==> src/rtl/csr_pkg.sv <==
// Shared constants for the machine-mode CSR unit: CSR addresses, trap cause codes,
// writable-bit masks and the CSR operation encoding.
package csr_pkg;

  localparam logic [11:0] CSR_MSTATUS   = 12'h300;
  localparam logic [11:0] CSR_MISA      = 12'h301;
  localparam logic [11:0] CSR_MIE       = 12'h304;
  localparam logic [11:0] CSR_MTVEC     = 12'h305;
  localparam logic [11:0] CSR_MSCRATCH  = 12'h340;
  localparam logic [11:0] CSR_MEPC      = 12'h341;
  localparam logic [11:0] CSR_MCAUSE    = 12'h342;
  localparam logic [11:0] CSR_MTVAL     = 12'h343;
  localparam logic [11:0] CSR_MIP       = 12'h344;
  localparam logic [11:0] CSR_MCYCLE    = 12'hB00;
  localparam logic [11:0] CSR_MINSTRET  = 12'hB02;
  localparam logic [11:0] CSR_MCYCLEH   = 12'hB80;
  localparam logic [11:0] CSR_MINSTRETH = 12'hB82;
  localparam logic [11:0] CSR_MHARTID   = 12'hF14;

  localparam logic [31:0] MISA_VALUE = 32'h4000_0100;

  localparam logic [31:0] CAUSE_M_EXT_INT    = 32'h8000_000B;
  localparam logic [31:0] CAUSE_M_SW_INT     = 32'h8000_0003;
  localparam logic [31:0] CAUSE_M_TIMER_INT  = 32'h8000_0007;
  localparam logic [31:0] CAUSE_ILLEGAL_INSN = 32'd2;
  localparam logic [31:0] CAUSE_BREAKPOINT   = 32'd3;
  localparam logic [31:0] CAUSE_ECALL_M      = 32'd11;

  localparam int unsigned IRQ_SW_BIT    = 3;
  localparam int unsigned IRQ_TIMER_BIT = 7;
  localparam int unsigned IRQ_EXT_BIT   = 11;

  localparam logic [31:0] MIE_WRITE_MASK   = 32'h0000_0888;
  localparam int unsigned MSTATUS_MIE_BIT  = 3;
  localparam int unsigned MSTATUS_MPIE_BIT = 7;
  localparam logic [1:0]  MSTATUS_MPP_M    = 2'b11;
  localparam logic [1:0]  MTVEC_MODE_VECTORED = 2'b01;

  typedef enum logic [1:0] {
    CSR_OP_NONE = 2'b00,
    CSR_OP_RW   = 2'b01,
    CSR_OP_RS   = 2'b10,
    CSR_OP_RC   = 2'b11
  } csr_op_e;

endpackage

==> src/rtl/csr_unit_if.sv <==
// Decoder/datapath-facing bus of the CSR unit. The master side is the core
// (decode, register file, fetch mux); the slave side is csr_unit.
interface csr_unit_if #(
  parameter int unsigned XLEN = 32
);
  logic            csr_en_in;
  logic [1:0]      csr_op_in;
  logic            csr_imm_in;
  logic [11:0]     csr_addr_in;
  logic [4:0]      src_field_in;
  logic [XLEN-1:0] rs1_data_in;
  logic [XLEN-1:0] pc_in;
  logic            instr_retire_in;
  logic            illegal_ins_in;
  logic            ecall_in;
  logic            ebreak_in;
  logic            mret_in;
  logic            external_int_in;
  logic            software_int_in;
  logic            timer_int_in;
  logic [XLEN-1:0] csr_data_out;
  logic            illegal_csr_out;
  logic            trap_true_out;
  logic [XLEN-1:0] trap_address_out;
  logic            return_trap_out;
  logic [XLEN-1:0] return_address_out;

  modport master (
    output csr_en_in, csr_op_in, csr_imm_in, csr_addr_in, src_field_in, rs1_data_in,
           pc_in, instr_retire_in, illegal_ins_in, ecall_in, ebreak_in, mret_in,
           external_int_in, software_int_in, timer_int_in,
    input  csr_data_out, illegal_csr_out, trap_true_out, trap_address_out,
           return_trap_out, return_address_out
  );

  modport slave (
    input  csr_en_in, csr_op_in, csr_imm_in, csr_addr_in, src_field_in, rs1_data_in,
           pc_in, instr_retire_in, illegal_ins_in, ecall_in, ebreak_in, mret_in,
           external_int_in, software_int_in, timer_int_in,
    output csr_data_out, illegal_csr_out, trap_true_out, trap_address_out,
           return_trap_out, return_address_out
  );
endinterface

==> src/rtl/csr_counter64.sv <==
// 64-bit free-running counter with per-half software write; a write to either half
// replaces that cycle's increment for the whole counter.
module csr_counter64 #(
  parameter int unsigned XLEN = 32
) (
  input  logic              clk_in,
  input  logic              reset_in,
  input  logic              inc_en_in,
  input  logic              wr_lo_in,
  input  logic              wr_hi_in,
  input  logic [XLEN-1:0]   wr_data_in,
  output logic [2*XLEN-1:0] count_out
);

  logic [2*XLEN-1:0] count_q, count_d;

  // NOTE: the default assignment comes first so no path through the block infers a latch.
  always_comb begin
    count_d = count_q;
    if (wr_lo_in) begin
      count_d[XLEN-1:0] = wr_data_in;
    end else if (wr_hi_in) begin
      count_d[2*XLEN-1:XLEN] = wr_data_in;
    end else if (inc_en_in) begin
      count_d = count_q + (2*XLEN)'(1);
    end
  end

  // NOTE: non-blocking assignments so every flop samples pre-edge values.
  always_ff @(posedge clk_in) begin
    if (reset_in) begin
      count_q <= '0;
    end else begin
      count_q <= count_d;
    end
  end

  assign count_out = count_q;

endmodule

==> src/rtl/csr_unit.sv <==
// Machine-mode CSR file and trap controller for the single-cycle RV32I core.
// Reads and redirects are combinational; writes, trap entry and mret commit on the edge.
module csr_unit
  import csr_pkg::*;
#(
  parameter int unsigned     XLEN        = 32,
  parameter logic [XLEN-1:0] MTVEC_RESET = 32'h0000_0100
) (
  input logic       clk_in,
  input logic       reset_in,
  csr_unit_if.slave bus
);

  csr_op_e           op;
  logic [XLEN-1:0]   src, old_val, new_val, mstatus_rd, mip, irq;
  logic              addr_valid, illegal_csr, csr_we;
  logic              int_pend, trap_any, trap_true, return_trap;
  logic [XLEN-1:0]   trap_cause, trap_base, trap_address;

  logic              mstatus_mie_q, mstatus_mie_d;
  logic              mstatus_mpie_q, mstatus_mpie_d;
  logic [XLEN-1:0]   mie_q, mie_d, mtvec_q, mtvec_d, mscratch_q, mscratch_d;
  logic [XLEN-1:0]   mepc_q, mepc_d, mcause_q, mcause_d, mtval_q, mtval_d;

  logic [2*XLEN-1:0] mcycle, minstret;
  logic              mcycle_wr_lo, mcycle_wr_hi, minstret_wr_lo, minstret_wr_hi, minstret_inc;

  assign op  = csr_op_e'(bus.csr_op_in);
  assign src = bus.csr_imm_in ? XLEN'(bus.src_field_in) : bus.rs1_data_in;

  always_comb begin
    mstatus_rd                   = '0;
    mstatus_rd[12:11]            = MSTATUS_MPP_M;
    mstatus_rd[MSTATUS_MPIE_BIT] = mstatus_mpie_q;
    mstatus_rd[MSTATUS_MIE_BIT]  = mstatus_mie_q;
    mip                          = '0;
    mip[IRQ_EXT_BIT]             = bus.external_int_in;
    mip[IRQ_TIMER_BIT]           = bus.timer_int_in;
    mip[IRQ_SW_BIT]              = bus.software_int_in;
  end

  always_comb begin
    old_val    = '0;
    addr_valid = 1'b1;
    case (bus.csr_addr_in)
      CSR_MSTATUS:   old_val = mstatus_rd;
      CSR_MISA:      old_val = MISA_VALUE;
      CSR_MIE:       old_val = mie_q;
      CSR_MTVEC:     old_val = mtvec_q;
      CSR_MSCRATCH:  old_val = mscratch_q;
      CSR_MEPC:      old_val = mepc_q;
      CSR_MCAUSE:    old_val = mcause_q;
      CSR_MTVAL:     old_val = mtval_q;
      CSR_MIP:       old_val = mip;
      CSR_MCYCLE:    old_val = mcycle[XLEN-1:0];
      CSR_MCYCLEH:   old_val = mcycle[2*XLEN-1:XLEN];
      CSR_MINSTRET:  old_val = minstret[XLEN-1:0];
      CSR_MINSTRETH: old_val = minstret[2*XLEN-1:XLEN];
      CSR_MHARTID:   old_val = '0;
      default:       addr_valid = 1'b0;
    endcase
  end

  always_comb begin
    new_val = old_val;
    case (op)
      CSR_OP_RW: new_val = src;
      CSR_OP_RS: new_val = old_val | src;
      CSR_OP_RC: new_val = old_val & ~src;
      default:   new_val = old_val;
    endcase
  end

  assign illegal_csr = bus.csr_en_in & ~addr_valid;

  // Set/clear with a zero source field is a pure read and must not disturb side effects.
  assign csr_we = bus.csr_en_in & addr_valid & (op != CSR_OP_NONE) &
                  ((op == CSR_OP_RW) | (bus.src_field_in != '0)) & ~trap_true;

  assign irq      = mie_q & mip;
  assign int_pend = mstatus_mie_q & (|irq);

  always_comb begin
    trap_any   = 1'b1;
    trap_cause = '0;
    if (int_pend) begin
      if (irq[IRQ_EXT_BIT])     trap_cause = CAUSE_M_EXT_INT;
      else if (irq[IRQ_SW_BIT]) trap_cause = CAUSE_M_SW_INT;
      else                      trap_cause = CAUSE_M_TIMER_INT;
    end else if (bus.illegal_ins_in | illegal_csr) begin
      trap_cause = CAUSE_ILLEGAL_INSN;
    end else if (bus.ebreak_in) begin
      trap_cause = CAUSE_BREAKPOINT;
    end else if (bus.ecall_in) begin
      trap_cause = CAUSE_ECALL_M;
    end else begin
      trap_any = 1'b0;
    end
  end

  assign trap_true   = trap_any & ~reset_in;
  assign return_trap = bus.mret_in & ~trap_true & ~reset_in;

  // Only interrupts are vectored; the cause MSB distinguishes them from exceptions.
  assign trap_base    = {mtvec_q[XLEN-1:2], 2'b00};
  assign trap_address = ((mtvec_q[1:0] == MTVEC_MODE_VECTORED) && trap_cause[XLEN-1])
                      ? trap_base + XLEN'({trap_cause[3:0], 2'b00})
                      : trap_base;

  assign bus.csr_data_out       = old_val;
  assign bus.illegal_csr_out    = illegal_csr;
  assign bus.trap_true_out      = trap_true;
  assign bus.trap_address_out   = trap_address;
  assign bus.return_trap_out    = return_trap;
  assign bus.return_address_out = mepc_q;

  always_comb begin
    mstatus_mie_d  = mstatus_mie_q;
    mstatus_mpie_d = mstatus_mpie_q;
    mie_d          = mie_q;
    mtvec_d        = mtvec_q;
    mscratch_d     = mscratch_q;
    mepc_d         = mepc_q;
    mcause_d       = mcause_q;
    mtval_d        = mtval_q;
    if (csr_we) begin
      case (bus.csr_addr_in)
        CSR_MSTATUS: begin
          mstatus_mie_d  = new_val[MSTATUS_MIE_BIT];
          mstatus_mpie_d = new_val[MSTATUS_MPIE_BIT];
        end
        CSR_MIE:      mie_d      = new_val & MIE_WRITE_MASK;
        CSR_MTVEC:    mtvec_d    = {new_val[XLEN-1:2], 1'b0,
                                    new_val[1:0] == MTVEC_MODE_VECTORED};
        CSR_MSCRATCH: mscratch_d = new_val;
        CSR_MEPC:     mepc_d     = new_val & ~XLEN'(3);
        CSR_MCAUSE:   mcause_d   = new_val;
        CSR_MTVAL:    mtval_d    = new_val;
        default: ;
      endcase
    end
    if (trap_true) begin
      mepc_d         = bus.pc_in & ~XLEN'(3);
      mcause_d       = trap_cause;
      mtval_d        = '0;
      mstatus_mpie_d = mstatus_mie_q;
      mstatus_mie_d  = 1'b0;
    end else if (return_trap) begin
      mstatus_mie_d  = mstatus_mpie_q;
      mstatus_mpie_d = 1'b1;
    end
  end

  assign mcycle_wr_lo   = csr_we & (bus.csr_addr_in == CSR_MCYCLE);
  assign mcycle_wr_hi   = csr_we & (bus.csr_addr_in == CSR_MCYCLEH);
  assign minstret_wr_lo = csr_we & (bus.csr_addr_in == CSR_MINSTRET);
  assign minstret_wr_hi = csr_we & (bus.csr_addr_in == CSR_MINSTRETH);
  assign minstret_inc   = bus.instr_retire_in & ~trap_true;

  csr_counter64 #(.XLEN(XLEN)) u_mcycle (
    .clk_in     (clk_in),
    .reset_in   (reset_in),
    .inc_en_in  (1'b1),
    .wr_lo_in   (mcycle_wr_lo),
    .wr_hi_in   (mcycle_wr_hi),
    .wr_data_in (new_val),
    .count_out  (mcycle)
  );

  csr_counter64 #(.XLEN(XLEN)) u_minstret (
    .clk_in     (clk_in),
    .reset_in   (reset_in),
    .inc_en_in  (minstret_inc),
    .wr_lo_in   (minstret_wr_lo),
    .wr_hi_in   (minstret_wr_hi),
    .wr_data_in (new_val),
    .count_out  (minstret)
  );

  always_ff @(posedge clk_in) begin
    if (reset_in) begin
      mstatus_mie_q  <= 1'b0;
      mstatus_mpie_q <= 1'b0;
      mie_q          <= '0;
      mtvec_q        <= MTVEC_RESET;
      mscratch_q     <= '0;
      mepc_q         <= '0;
      mcause_q       <= '0;
      mtval_q        <= '0;
    end else begin
      mstatus_mie_q  <= mstatus_mie_d;
      mstatus_mpie_q <= mstatus_mpie_d;
      mie_q          <= mie_d;
      mtvec_q        <= mtvec_d;
      mscratch_q     <= mscratch_d;
      mepc_q         <= mepc_d;
      mcause_q       <= mcause_d;
      mtval_q        <= mtval_d;
    end
  end

endmodule

==> src/flat_wrapper.sv <==
// flat-port wrapper written by rule: the top's interface ports become plain ports
module csr_unit_flat import csr_pkg::*;
#(
  parameter int unsigned     XLEN        = 32,
  parameter logic [XLEN-1:0] MTVEC_RESET = 32'h0000_0100
)
  (clk_in, reset_in, bus_csr_en_in, bus_csr_op_in, bus_csr_imm_in, bus_csr_addr_in, bus_src_field_in, bus_rs1_data_in, bus_pc_in, bus_instr_retire_in, bus_illegal_ins_in, bus_ecall_in, bus_ebreak_in, bus_mret_in, bus_external_int_in, bus_software_int_in, bus_timer_int_in, bus_csr_data_out, bus_illegal_csr_out, bus_trap_true_out, bus_trap_address_out, bus_return_trap_out, bus_return_address_out);
  csr_unit_if #(.XLEN(XLEN)) bus_i ();
  input logic clk_in;
  input logic reset_in;
  input wire logic [$bits(bus_i.csr_en_in)-1:0] bus_csr_en_in;
  input wire logic [$bits(bus_i.csr_op_in)-1:0] bus_csr_op_in;
  input wire logic [$bits(bus_i.csr_imm_in)-1:0] bus_csr_imm_in;
  input wire logic [$bits(bus_i.csr_addr_in)-1:0] bus_csr_addr_in;
  input wire logic [$bits(bus_i.src_field_in)-1:0] bus_src_field_in;
  input wire logic [$bits(bus_i.rs1_data_in)-1:0] bus_rs1_data_in;
  input wire logic [$bits(bus_i.pc_in)-1:0] bus_pc_in;
  input wire logic [$bits(bus_i.instr_retire_in)-1:0] bus_instr_retire_in;
  input wire logic [$bits(bus_i.illegal_ins_in)-1:0] bus_illegal_ins_in;
  input wire logic [$bits(bus_i.ecall_in)-1:0] bus_ecall_in;
  input wire logic [$bits(bus_i.ebreak_in)-1:0] bus_ebreak_in;
  input wire logic [$bits(bus_i.mret_in)-1:0] bus_mret_in;
  input wire logic [$bits(bus_i.external_int_in)-1:0] bus_external_int_in;
  input wire logic [$bits(bus_i.software_int_in)-1:0] bus_software_int_in;
  input wire logic [$bits(bus_i.timer_int_in)-1:0] bus_timer_int_in;
  output wire logic [$bits(bus_i.csr_data_out)-1:0] bus_csr_data_out;
  output wire logic [$bits(bus_i.illegal_csr_out)-1:0] bus_illegal_csr_out;
  output wire logic [$bits(bus_i.trap_true_out)-1:0] bus_trap_true_out;
  output wire logic [$bits(bus_i.trap_address_out)-1:0] bus_trap_address_out;
  output wire logic [$bits(bus_i.return_trap_out)-1:0] bus_return_trap_out;
  output wire logic [$bits(bus_i.return_address_out)-1:0] bus_return_address_out;
  assign bus_i.csr_en_in = bus_csr_en_in;
  assign bus_i.csr_op_in = bus_csr_op_in;
  assign bus_i.csr_imm_in = bus_csr_imm_in;
  assign bus_i.csr_addr_in = bus_csr_addr_in;
  assign bus_i.src_field_in = bus_src_field_in;
  assign bus_i.rs1_data_in = bus_rs1_data_in;
  assign bus_i.pc_in = bus_pc_in;
  assign bus_i.instr_retire_in = bus_instr_retire_in;
  assign bus_i.illegal_ins_in = bus_illegal_ins_in;
  assign bus_i.ecall_in = bus_ecall_in;
  assign bus_i.ebreak_in = bus_ebreak_in;
  assign bus_i.mret_in = bus_mret_in;
  assign bus_i.external_int_in = bus_external_int_in;
  assign bus_i.software_int_in = bus_software_int_in;
  assign bus_i.timer_int_in = bus_timer_int_in;
  assign bus_csr_data_out = bus_i.csr_data_out;
  assign bus_illegal_csr_out = bus_i.illegal_csr_out;
  assign bus_trap_true_out = bus_i.trap_true_out;
  assign bus_trap_address_out = bus_i.trap_address_out;
  assign bus_return_trap_out = bus_i.return_trap_out;
  assign bus_return_address_out = bus_i.return_address_out;
  csr_unit #(.XLEN(XLEN), .MTVEC_RESET(MTVEC_RESET)) u_core (.clk_in(clk_in), .reset_in(reset_in), .bus(bus_i));
endmodule
==> config.mk <==
export PLATFORM = sky130hd
export DESIGN_NAME = csr_unit_flat
export DESIGN_NICKNAME = d
export VERILOG_FILES = /design/src/rtl/csr_pkg.sv /design/src/rtl/csr_unit_if.sv /design/src/rtl/csr_counter64.sv /design/src/rtl/csr_unit.sv /design/src/flat_wrapper.sv
export SDC_FILE = /design/constraint.sdc
export NUM_CORES = 1
export LEC_CHECK = 0
export CORE_MARGIN = 2
export CORE_UTILIZATION = 35
export CTS_CLUSTER_DIAMETER = 150
export DETAILED_ROUTE_END_ITERATION = 6
export GPL_TIMING_DRIVEN = 0
export HOLD_SLACK_MARGIN = 0.08
export PLACE_DENSITY = 0.65
export SETUP_SLACK_MARGIN = 0.4
export SLEW_MARGIN = 10
export SYNTH_ARGS = -nofsm -noshare
export SYNTH_HDL_FRONTEND = slang
export SYNTH_SLANG_ARGS = --single-unit
==> constraint.sdc <==
create_clock -name clk_in -period 10.3 [get_ports clk_in]
set_clock_uncertainty 0.2 [all_clocks]
set_input_delay 1.545 -clock clk_in [delete_from_list [all_inputs] [get_ports clk_in]]
set_output_delay 1.545 -clock clk_in [all_outputs]
set_load 0.005 [all_outputs]
==> metrics.md <==
| Metric | Value |
|---|---|
| DR DRC count | `0` |
| FF-to-FF setup slack | `6240 ps` |
| Slowest cell on crit path | `clkbuf_1` |
| Run status | `finished, violations left` |
| DP Area | `21800 um2` |
| Synthesized area | `18890 um2` |
| Hold_ws | `252.5 ps` |
| Synth Warn # | `0` |
| Post-route setup TNS | `0 ps` |
| Commonest non-fill, non-tap cell in the layout | `nand2_1` |
| Hold Vio Cnt, Final | `0` |
| GRT Util Overall | `44.90%` |
| GRT overflow | `0` |
| Clock root cell | `clkbuf_16` |
| Synthesized flop and latch total | `290` |
| Clock insertion delay at the later pin of the skew report | `580 ps` |
| Critical path launch point type | `input pin` |
| Post-synth EDFFs | `0` |
| Area of the die | `55840 um2` |
| Buffers on Ports | `183` |
| Vias in the first global route | `21000` |
| RSZ-0062 raised after global routing | `false` |
| Vias/cell | `6.824` |
| # H-tree levels | `2` |
| Reg-to-Reg Start | `u_core.u_mcycle.count_out[47]` |
| Final setup fails | `0` |
| Placer Congestion | `1.025` |
| Relative slew slack | `-3.492%` |
| Final antenna-violating net count | `0` |
| Top Ports | `194` |
| CP startpoint | `bus_csr_addr_in[10]` |
| Ys async rst share | `0%` |
| Setup bufs post-CTS | `0` |
| Layer with the highest usage | `met1` |
| Met1 Resource Use GR | `61.73%` |
| DP Worst Slack | `350.9 ps` |
| Final wirelength | `130100 um` |
| Leakage | `0.007639 uW` |
| Die width | `236.3 um` |
| Crit path DAT | `8020 ps` |
| Layout area overhead | `22.21%` |
| Maximum VDD drop | `0.0001062 V` |
| Post-DP HPWL | `97240 um` |
| Post-route worst setup slack | `538.0 ps` |
| Post-synth top flop | `dfxtp_1` |
| Total core area | `53600 um2` |
| # nets final | `2813` |
| Worst setup endpoint | `bus_trap_address_out[28]` |
| Initial antenna violation count | `8` |
| Hold_buf cts | `0` |
| Hold Crit Class | `reg2reg` |
| Design Area, Final | `23080 um2` |
| 1st-iter DRT viols | `3761` |
| Die height | `236.3 um` |
| Clock Pin Slew Worst Setup and Hold Paths | `50 ps` |
| Commonest non-fill, non-tap cells in the layout | `nand2_1, dfxtp_1, a21oi_1, clkdlybuf4s50_1, nor2_1` |
| R2R cell count | `7` |
| Num CTS Buffers | `38` |
| Max Fclk | `102.4 MHz` |
| Core Rows | `85` |
| Clock sinks | `290` |
| Critical path class | `in2out` |
| Fraction of final layout cells sized beyond drive strength 1 | `9.876%` |
| Critical path required time | `8560 ps` |
| WL/cell | `37.87 um` |
| First-pass GRT wire length | `174600 um` |
| Clock Path Buffers | `3` |
| Synth unique cells | `114` |
| Power Dens Cells | `125.9 nW/um2` |
| M3 GR Usage | `15.52%` |
| Max-Cap Viols | `2` |
| DP Cell Count | `3364` |
| Post-Layout Cell Count | `3436` |
| CP cell instances | `clkdlybuf4s50_1 > nand4bb_1 > buf_2 > clkbuf_1 > o211ai_1 > o21ai_2 > clkinv_1 > clkbuf_1 > fa_1 > nor2b_1 > o21ai_0 > a21o_1 > or3_1 > nand2b_1 > nor2_1 > xor2_1 > clkdlybuf4s50_1` |
| Starting Density | `35.24%` |
| Worst slew pin tran | `1552 ps` |
| Final period util | `94.78%` |
| CP peak stage delay | `680 ps` |
| Cells after Synth | `2475` |
| DR vias | `23450` |
| Largest net degree at the start of global routing | `13` |
| Failing checks | `capacitance limit, slew limit` |
| Reg2Reg Capture Point | `u_core.u_minstret.count_out[47]` |
| Worst-path maximum fanout | `10` |
| Fin crit period | `9762 ps` |
| Critical Path End Type | `output port` |
| Seq/Total Area, Yosys | `30.74%` |
| DRT Pass-1 Iters | `7` |
| TritonCTS clock tree | `done` |
| Met2 Usage GRT | `59.85%` |
| Final Max Slew Viols | `21` |
| Syn Area/Cell | `7.631 um2` |
==> worst min path at each step <==
stage | slack, ps | start | to | depth (start not counted)
2_1_floorplan | 230 | u_core.mtval_q[3] | u_core.mtval_q[3] | 2
3_3_place_gp | 240 | u_core.mtval_q[3] | u_core.mtval_q[3] | 2
3_5_place_dp | 250 | u_core.mscratch_q[29] | u_core.mscratch_q[29] | 2
4_1_cts | 250 | u_core.mtval_q[3] | u_core.mtval_q[3] | 2
5_1_grt | 270 | u_core.mcause_q[13] | u_core.mcause_q[13] | 2
6_report | 250 | u_core.mtval_q[14] | u_core.mtval_q[14] | 2
==> synthesized netlist by cell type (37+ instances only) <==
| cell type | instances | share of area, % |
|---|---|---|
| nand4_1 | 89 | 2.9 |
| nor2_1 | 177 | 3.5 |
| a211oi_1 | 37 | 1.5 |
| mux2i_1 | 41 | 2.2 |
| a31oi_1 | 59 | 2.0 |
| buf_2 | 64 | 1.7 |
| nand3_1 | 72 | 1.9 |
| a22oi_1 | 46 | 1.8 |
| xnor2_1 | 67 | 3.1 |
| dfxtp_1 | 290 | 31 |
| inv_1 | 39 | 0.78 |
| a21oi_1 | 202 | 5.4 |
| nor3_1 | 69 | 1.8 |
| nand2_1 | 381 | 7.6 |
| nor4_1 | 43 | 1.4 |
| o21ai_0 | 132 | 3.5 |
| clkbuf_1 | 118 | 2.3 |
==> layer usage <==
layer | vias to the layer above | share of wire (%)
met3 | 362 | 14
met2 | 2018 | 38
met4 | 8 | 6.4
met5 | - | 0.13
li1 | 9637 | -
met1 | 11420 | 41
==> state kept, by name, summed over array words and instances, names as in the netlist, 3 cells and up <==
| signal | flops |
|---|---|
| u_core.bus.return_address_out | 30 |
| u_core.mcause_q | 32 |
| u_core.mie_q | 3 |
| u_core.mscratch_q | 32 |
| u_core.mtval_q | 32 |
| u_core.mtvec_q | 31 |
| u_core.u_mcycle.count_out | 64 |
| u_core.u_minstret.count_out | 64 |
==> logic make-up after synthesis <==
logic type,count (synthesis),synth area share [%]
AOI/OAI and AO/OA,728,26.74
xor gates and xnor gates,96,4.452
adders and majority gates,7,0.5035
buffers and inverters,248,5.790
DFF,290,30.74
muxes,67,3.962
other,1,0.01986
and+or+nand+nor,1038,27.80
==> cell type report <==
cell class / instances / area, um2
repair buffers: 193 / 1964
inverters: 41 / 153.9
fillers: 5506 / 30520
clock inverters: 11 / 126.4
clock buffers: 52 / 1084
flip-flops and latches: 290 / 5806
multi-input cells: 1940 / 12120
well taps: 696 / 870.8
diodes: 6 / 15.01
plain buffers: 207 / 945.9
==> worst max-delay path: cells and delay by family <==
kind / cells / cell delay [ps]
xor+xnor: 1 / 180
buf+inv: 6 / 3200
simple gates: 5 / 1120
fa+ha+maj: 1 / 600
compound gates: 4 / 1320
==> through the flow <==
stage	power (uW)	utilization, %
5_1_grt	2935	43.04
2_1_floorplan	1315	-
6_report	2907	43.06
3_5_place_dp	1532	40.67
4_1_cts	2870	42.94
3_3_place_gp	1525	40.30
==> power by group <==
| part | switching (uW) | internal [uW] | total (uW) | leakage (uW) |
|---|---|---|---|---|
| Combinational | 268 | 115 | 383 | 0.00470 |
| Clock | 586 | 784 | 1370 | 0.000597 |
| Sequential | 19.0 | 1130 | 1150 | 0.00234 |
| Total | 873 | 2030 | 2910 | 0.00764 |
==> timing repair <==
action	in CTS	in global routing
setup endpoints to repair	3	0
endpoints found under the hold margin	0	0
gates resized for setup	1	0
Note: power is estimated with default switching activity, not from simulation.
